## src/rtl/bram_arb_pkg.sv

```systemverilog
// Shared types and helpers for the node-storage bram arbiter and its round-robin picker.
package bram_arb_pkg;

  localparam int MAX_REQ = 8;

  function automatic int ptr_width(input int n);
    return (n <= 1) ? 1 : $clog2(n);
  endfunction

  // Wide enough for any legal requester count so the picker stays reusable.
  localparam int PTR_WIDTH = ptr_width(MAX_REQ);

  typedef logic [PTR_WIDTH-1:0] req_id_t;

  // Wrap by compare so non-power-of-two requester counts work.
  function automatic req_id_t next_ptr(input req_id_t id, input int n);
    return (int'(id) >= n - 1) ? req_id_t'(0) : id + req_id_t'(1);
  endfunction

endpackage

```

## src/rtl/bram_arbiter_if.sv

```systemverilog
// Requester channels plus bram bus of the node-storage arbiter; slave = arbiter side.
interface bram_arbiter_if #(
  parameter int NUM_REQ    = 3,
  parameter int ADDR_WIDTH = 10,
  parameter int DATA_WIDTH = 32
);
  logic [NUM_REQ-1:0]            req_valid;
  logic [NUM_REQ-1:0]            req_ready;
  logic [NUM_REQ-1:0]            req_write;
  logic [NUM_REQ*ADDR_WIDTH-1:0] req_addr;
  logic [NUM_REQ*DATA_WIDTH-1:0] req_wdata;
  logic [NUM_REQ-1:0]            resp_valid;
  logic [DATA_WIDTH-1:0]         resp_data;
  logic [ADDR_WIDTH-1:0]         mem_address;
  logic                          mem_write_enable;
  logic [DATA_WIDTH-1:0]         mem_write_data;
  logic [DATA_WIDTH-1:0]         mem_read_data;

  modport slave (
    input  req_valid, req_write, req_addr, req_wdata, mem_read_data,
    output req_ready, resp_valid, resp_data, mem_address, mem_write_enable, mem_write_data
  );

  modport master (
    output req_valid, req_write, req_addr, req_wdata, mem_read_data,
    input  req_ready, resp_valid, resp_data, mem_address, mem_write_enable, mem_write_data
  );
endinterface

```

## src/rtl/bram_arbiter_rr_pick.sv

```systemverilog
// rr_pick: combinational round-robin select, first set request at or after ptr (mod N).
module rr_pick
  import bram_arb_pkg::*;
#(
  parameter int N = 3
) (
  input  logic [N-1:0] req_i,
  input  req_id_t      ptr_i,
  output logic [N-1:0] grant_o,
  output req_id_t      id_o,
  output logic         any_o
);

  logic [PTR_WIDTH:0] sum;
  logic [PTR_WIDTH:0] idx;
  logic               hit;

  // Scan N slots starting at ptr; first valid slot wins.
  always_comb begin
    grant_o = '0;
    id_o    = req_id_t'(0);
    any_o   = 1'b0;
    sum     = '0;
    idx     = '0;
    hit     = 1'b0;
    for (int k = 0; k < N; k++) begin
      sum = {1'b0, ptr_i} + (PTR_WIDTH+1)'(k);
      idx = (sum >= (PTR_WIDTH+1)'(N)) ? sum - (PTR_WIDTH+1)'(N) : sum;
      for (int j = 0; j < N; j++) begin
        hit        = !any_o && (idx == (PTR_WIDTH+1)'(j)) && req_i[j];
        grant_o[j] = grant_o[j] | hit;
        id_o       = hit ? req_id_t'(j) : id_o;
        any_o      = any_o | hit;
      end
    end
  end

endmodule

```

## src/rtl/bram_arbiter.sv

```systemverilog
// Round-robin arbiter sharing one single-port bram among NUM_REQ requesters.
// Define BRAM_ARB_PERF_EN to add per-requester grant/stall counters.
module bram_arbiter
  import bram_arb_pkg::*;
#(
  parameter int NUM_REQ    = 3,
  parameter int ADDR_WIDTH = 10,
  parameter int DATA_WIDTH = 32
) (
  input  logic                 clk,
  input  logic                 rst,
  bram_arbiter_if.slave        bus
`ifdef BRAM_ARB_PERF_EN
  ,
  output logic [NUM_REQ*32-1:0] grant_count,
  output logic [NUM_REQ*32-1:0] stall_count
`endif
);

  logic [NUM_REQ-1:0]    req_gated;
  logic [NUM_REQ-1:0]    grant;
  req_id_t               win_id;
  logic                  any_grant;
  logic                  win_is_write;

  req_id_t               ptr_q, ptr_d;
  logic                  rd_pend_q, rd_pend_d;
  req_id_t               rd_id_q, rd_id_d;

  logic [ADDR_WIDTH-1:0] mem_addr_mux;
  logic [DATA_WIDTH-1:0] mem_wdata_mux;
  logic                  mem_we_mux;
  logic [NUM_REQ-1:0]    resp_vec;

  // Requests are masked during reset so nothing is granted or written.
  assign req_gated = rst ? '0 : bus.req_valid;

  rr_pick #(.N(NUM_REQ)) u_pick (
    .req_i   (req_gated),
    .ptr_i   (ptr_q),
    .grant_o (grant),
    .id_o    (win_id),
    .any_o   (any_grant)
  );

  assign win_is_write = |(grant & bus.req_write);

  // OR-mux of the winner's slice; zeros when nobody is granted.
  always_comb begin
    mem_addr_mux  = '0;
    mem_wdata_mux = '0;
    mem_we_mux    = 1'b0;
    for (int i = 0; i < NUM_REQ; i++) begin
      mem_addr_mux  = mem_addr_mux  | (grant[i] ? bus.req_addr[i*ADDR_WIDTH +: ADDR_WIDTH] : '0);
      mem_wdata_mux = mem_wdata_mux | (grant[i] ? bus.req_wdata[i*DATA_WIDTH +: DATA_WIDTH] : '0);
      mem_we_mux    = mem_we_mux    | (grant[i] & bus.req_write[i]);
    end
  end

  always_comb begin
    ptr_d     = any_grant ? next_ptr(win_id, NUM_REQ) : ptr_q;
    rd_pend_d = any_grant && !win_is_write;
    rd_id_d   = (any_grant && !win_is_write) ? win_id : rd_id_q;
  end

  always_ff @(posedge clk or posedge rst) begin
    if (rst) begin
      ptr_q     <= req_id_t'(0);
      rd_pend_q <= 1'b0;
      rd_id_q   <= req_id_t'(0);
    end else begin
      ptr_q     <= ptr_d;
      rd_pend_q <= rd_pend_d;
      rd_id_q   <= rd_id_d;
    end
  end

  always_comb begin
    resp_vec = '0;
    for (int i = 0; i < NUM_REQ; i++) begin
      resp_vec[i] = rd_pend_q && (rd_id_q == req_id_t'(i));
    end
  end

  assign bus.req_ready        = grant;
  assign bus.mem_address      = mem_addr_mux;
  assign bus.mem_write_data   = mem_wdata_mux;
  assign bus.mem_write_enable = mem_we_mux;
  assign bus.resp_valid       = resp_vec;
  assign bus.resp_data        = bus.mem_read_data;

`ifdef BRAM_ARB_PERF_EN
  for (genvar g = 0; g < NUM_REQ; g++) begin : g_perf
    logic [31:0] grant_cnt_q, grant_cnt_d;
    logic [31:0] stall_cnt_q, stall_cnt_d;

    // Saturating counters: stop at all-ones instead of wrapping.
    always_comb begin
      grant_cnt_d = (grant[g] && (grant_cnt_q != 32'hFFFF_FFFF)) ? grant_cnt_q + 32'd1 : grant_cnt_q;
      stall_cnt_d = (req_gated[g] && !grant[g] && (stall_cnt_q != 32'hFFFF_FFFF))
                    ? stall_cnt_q + 32'd1 : stall_cnt_q;
    end

    always_ff @(posedge clk or posedge rst) begin
      if (rst) begin
        grant_cnt_q <= 32'd0;
        stall_cnt_q <= 32'd0;
      end else begin
        grant_cnt_q <= grant_cnt_d;
        stall_cnt_q <= stall_cnt_d;
      end
    end

    assign grant_count[g*32 +: 32] = grant_cnt_q;
    assign stall_count[g*32 +: 32] = stall_cnt_q;
  end
`endif

endmodule

```

## src/flat_wrapper.sv

```systemverilog
// flat-port wrapper written by rule: the top's interface ports become plain ports
module bram_arbiter_flat import bram_arb_pkg::*;
#(
  parameter int NUM_REQ    = 3,
  parameter int ADDR_WIDTH = 10,
  parameter int DATA_WIDTH = 32
)
  (clk, rst, bus_req_valid, bus_req_write, bus_req_addr, bus_req_wdata, bus_mem_read_data, bus_req_ready, bus_resp_valid, bus_resp_data, bus_mem_address, bus_mem_write_enable, bus_mem_write_data);
  bram_arbiter_if #(.NUM_REQ(NUM_REQ), .ADDR_WIDTH(ADDR_WIDTH), .DATA_WIDTH(DATA_WIDTH)) bus_i ();
  input  logic clk;
  input  logic rst;
  input wire logic [$bits(bus_i.req_valid)-1:0] bus_req_valid;
  input wire logic [$bits(bus_i.req_write)-1:0] bus_req_write;
  input wire logic [$bits(bus_i.req_addr)-1:0] bus_req_addr;
  input wire logic [$bits(bus_i.req_wdata)-1:0] bus_req_wdata;
  input wire logic [$bits(bus_i.mem_read_data)-1:0] bus_mem_read_data;
  output wire logic [$bits(bus_i.req_ready)-1:0] bus_req_ready;
  output wire logic [$bits(bus_i.resp_valid)-1:0] bus_resp_valid;
  output wire logic [$bits(bus_i.resp_data)-1:0] bus_resp_data;
  output wire logic [$bits(bus_i.mem_address)-1:0] bus_mem_address;
  output wire logic [$bits(bus_i.mem_write_enable)-1:0] bus_mem_write_enable;
  output wire logic [$bits(bus_i.mem_write_data)-1:0] bus_mem_write_data;
  assign bus_i.req_valid = bus_req_valid;
  assign bus_i.req_write = bus_req_write;
  assign bus_i.req_addr = bus_req_addr;
  assign bus_i.req_wdata = bus_req_wdata;
  assign bus_i.mem_read_data = bus_mem_read_data;
  assign bus_req_ready = bus_i.req_ready;
  assign bus_resp_valid = bus_i.resp_valid;
  assign bus_resp_data = bus_i.resp_data;
  assign bus_mem_address = bus_i.mem_address;
  assign bus_mem_write_enable = bus_i.mem_write_enable;
  assign bus_mem_write_data = bus_i.mem_write_data;
  bram_arbiter #(.NUM_REQ(NUM_REQ), .ADDR_WIDTH(ADDR_WIDTH), .DATA_WIDTH(DATA_WIDTH)) u_core (.clk(clk), .rst(rst), .bus(bus_i));
endmodule
```

## config.mk

```make
export PLATFORM = sky130hd
export DESIGN_NAME = bram_arbiter_flat
export DESIGN_NICKNAME = d
export VERILOG_FILES = /design/src/rtl/bram_arb_pkg.sv /design/src/rtl/bram_arbiter_if.sv /design/src/rtl/bram_arbiter_rr_pick.sv /design/src/rtl/bram_arbiter.sv /design/src/flat_wrapper.sv
export SDC_FILE = /design/constraint.sdc
export NUM_CORES = 1
export LEC_CHECK = 0
export ABC_AREA = 1
export CAP_MARGIN = 20
export CELL_PAD_IN_SITES_DETAIL_PLACEMENT = 1
export CELL_PAD_IN_SITES_GLOBAL_PLACEMENT = 1
export CORE_ASPECT_RATIO = 1.25
export CORE_UTILIZATION = 15
export CTS_CLUSTER_SIZE = 24
export DETAILED_ROUTE_END_ITERATION = 8
export PLACE_DENSITY = 0.84
export SYNTH_ARGS = -nofsm -noshare
export SYNTH_HDL_FRONTEND = slang
export SYNTH_SLANG_ARGS = --single-unit
```

## constraint.sdc

```tcl
create_clock -name clk -period 3.5 [get_ports clk]
set_clock_uncertainty 0.2 [all_clocks]
set_input_delay 0.7 -clock clk [delete_from_list [all_inputs] [get_ports clk]]
set_output_delay 0.7 -clock clk [all_outputs]
set_load 0.005 [all_outputs]
```

==> flow_summary.yaml <==
run_status:
  status: "finished with violations"
  violations: "negative setup slack"
yosys:
  synth-seq-area-share: 0.0775
  syn-cell-area_mm2: 0.00194
  avgSynthCellArea_um2: 5.32
  yosysTopAreaCellShare: 0.322
  syn-num-nets: 539
  synth_area_leaders: "nand2_1 (32%), nand3_1 (14%), buf_4 (12%)"
  yosysWarnings: 0
  synth_area_leader_cell: "nand2_1"
  yosys.cell_types.count: 26
  synthCells: 364
  synth_seq_cells: 6
pwr:
  power_frac_comb: 0.406
  switchingPower_uw: 84.2
  vdd_drop_max_uv: 101
  p_total_uw: 436
  p_sw_frac: 0.193
  leakage_nw: 2.67
  p_seq_frac: 0.163
  power.internal_uw: 351
  clkPwrFrac: 0.430
  powerDensity_mw_per_mm2: 82.3
floorplanning:
  placementRows: 46
  chipHeight_um: 129
  die_area_mm2: 0.0134
  die_w_um: 104
  ios: 247
  fp.coreArea_mm2: 0.0127
  initial_core_util: 0.153
detailed_routing:
  vias_per_cell: 4.33
  ant_nets: 0
  drcViolationCount: 0
  vias: 3301
  wl_um: 13200
  drtIter0Drc: 51
  wire_per_inst_um: 17.3
  dr.pass1.iters: 4
placement:
  hpwl_um: 8210
  placed_area_mm2: 0.00390
  place_ws_ns: -0.475
  portBuffers: 182
  routabilityCongestion: 0.818
timing:
  finalSetupViolations: 44
  maxSlewViolCount: 0
  max_freq_ghz: 0.265
  layout_setup_ws_ns: -0.271
  worst_pin_slew_ns: 0.323
  slew_headroom: 0.784
  min_period_ns: 3.77
  rsz0062_at_grt: "yes"
  fin_tns_setup_ns: -7.50
  fin_crit_sh: 1.08
  finalHoldViolations: 0
cells_and_area:
  final.fill_count: 1553
  fin_area_mm2: 0.00529
  nNetsFinal: 772
  num_antenna_cells: 0
  syn_to_final_growth_pct: 173
  layout-drive-gt1-share: 0.487
critical_path:
  r2r-end: "u_core.rd_id_q[0]$_DFFE_PP0P_"
  cp_top_family: "buffers and inverters"
  arrival_ns: 2.87
  crit_fanout: 6
  critPathKind: "register to output port"
  required_ns: 2.60
  cp-end-kind: "output port"
  cp_cell_sequence: "ha_2 > inv_2 > ha_4 > inv_4 > nand4_1 > nand2_4 > nand4_1 > buf_4 > nand3_2 > nand2_1 > inv_2 > nand2_8 > buf_8 > buf_12 > buf_12 > nand2_1 > nand3_2 > buf_2"
  cp_slowest_cell: "dfrtp_1"
  r2r-start: "u_core.ptr_q[0]$_DFFE_PP0P_"
  max_stage_delay_ns: 0.42
  r2r_slack_ns: 0.56
  r2r_cells: 19
  crit_buf_inv: 8
  cp-start-kind: "register"
clock_network:
  cts_made_buffers: 3
  htreeDepth: 1
  cts_root_buffer: "clkbuf_16"
  clk_path_buf_depth: 2
  clock_sinks: 6
  postCtsHoldBufs: 0
  tritoncts: "yes"
  worstSkewPairLatency_ns: 0.23
  clkTransAtPathRegs_ns: 0.04
worst_hold_path:
  holdPathEnd: "u_core.rd_id_q[1]$_DFFE_PP0P_"
  hp-start: "u_core.rd_id_q[1]$_DFFE_PP0P_"
  hp-class: "register to register"
  min_delay_path_depth: 2
grt:
  first_global_vias: 3511
  grt.overflow.total: 0
  met2_usage: 0.331
  antenna_found_initial: 0
  met1_usage: 0.150
  grt_pass1_wl_um: 17400
  grt_usage: 0.165
  grt.met3_usage: 0.0367
  grt_start_max_net_pins: 18
  grt.busiest_layer: "met2"
flow_run:
  drv_cap: 0
kinds of logic after synthesis:
group	Yosys count	synth area share
AOI/OAI and AO/OA	10	0.0316
and+or+nand+nor	263	0.598
xor gates and xnor gates	2	0.00905
adders and majority gates	9	0.0581
DFF	6	0.0775
buffers and inverters	74	0.226
worst max path at each step:
stage | from | endpoint | slack [ns] | cells past startpoint
after floorplan | u_core.ptr_q[0]$_DFFE_PP0P_ | bus_mem_address[0] | 0.47 | 14
final | u_core.ptr_q[0]$_DFFE_PP0P_ | bus_mem_write_data[9] | -0.27 | 18
after CTS | u_core.ptr_q[1]$_DFFE_PP0P_ | bus_mem_address[5] | -0.30 | 15
after global routing | u_core.ptr_q[0]$_DFFE_PP0P_ | bus_mem_write_data[9] | -0.36 | 18
after detailed placement | rst | bus_mem_write_data[26] | -0.48 | 15
after global placement | rst | bus_mem_write_data[22] | -0.41 | 15
cell usage in the layout, fill, tap and decap left out, drive strengths merged:
master	count
a21oi	4
clkdlybuf4s15	1
o21bai	2
nor3	3
clkinvlp	1
xor2	2
nand4	6
buf	119
clkbuf	18
or2	2
ha	9
nor2	17
clkdlybuf4s50	133
nand2	179
a21boi	1
dlymetal6s2s	2
dfrtp	6
o21ai	3
dlygate4sd2	2
inv	29
nand3	56
metal layers:
metal  vias to the layer above  share of wire
met4                         0          0.045
met2                       128           0.58
li1                       1570              -
met1                      1555           0.33
met5                         -              0
met3                        48          0.048
flip-flops by register name, indices dropped and copies added, names as in the netlist:
signal / cells
u_core.rd_id_q: 2
u_core.ptr_q: 3
u_core.rd_pend_q: 1
power groups by stage:
| stage | combinational [mW] | sequential (mW) | clock (mW) |
|---|---|---|---|
| 2_1_floorplan | 0.0359 | 0.0718 | 0 |
| 6_report | 0.177 | 0.0712 | 0.187 |
| 3_3_place_gp | 0.159 | 0.0720 | 0 |
| 4_1_cts | 0.167 | 0.0712 | 0.187 |
| 3_5_place_dp | 0.160 | 0.0721 | 0 |
| 5_1_grt | 0.187 | 0.0713 | 0.198 |
worst reg2reg max path, stage by stage (launching register included):
cell	delay (ns)
dfrtp_1	0.42
ha_2	0.22
inv_2	0.05
ha_4	0.29
inv_4	0.05
nand4_1	0.12
nand2_4	0.10
buf_6	0.13
nor2_4	0.16
buf_12	0.12
nor2_4	0.04
nand3_2	0.10
nand2_4	0.08
buf_12	0.14
buf_12	0.13
nand2_2	0.07
buf_4	0.11
nand4_2	0.14
nand2_1	0.10
nand2_1	0.05
through the flow:
stage	std cells	util	hold slack, ns
after global routing	763	0.418	0.366
after floorplan	364	-	0.264
final	763	0.418	0.345
after CTS	736	0.364	0.344
after detailed placement	698	0.308	0.334
after global placement	698	0.308	0.297
synthesized netlist by cell type (all sizes together):
library cell	count
buf	44
ha	9
xor2	2
nand2	179
a21oi	4
inv	30
a21boi	1
o21ai	3
nand4	6
dfrtp	6
nand3	56
nor3	3
or2	2
o21bai	2
nor2	17
final cells by class:
cell class | instances | area [um2] | area share
sequential | 6 | 151 | 0.0286
clock buffer | 3 | 75.1 | 0.0142
multi-input combinational | 284 | 1990 | 0.376
tap | 168 | 210 | 0.0397
timing repair buffer | 272 | 2740 | 0.518
inverter | 30 | 126 | 0.0239
repair_timing:
action | CTS | global route
buffers inserted | 30 | 23
pin swaps | 25 | 45
gates resized for setup | 143 | 230
gates cloned | 5 | 5
setup endpoints to repair | 46 | 46
No activity file was read; power rests on OpenSTA's default activity.
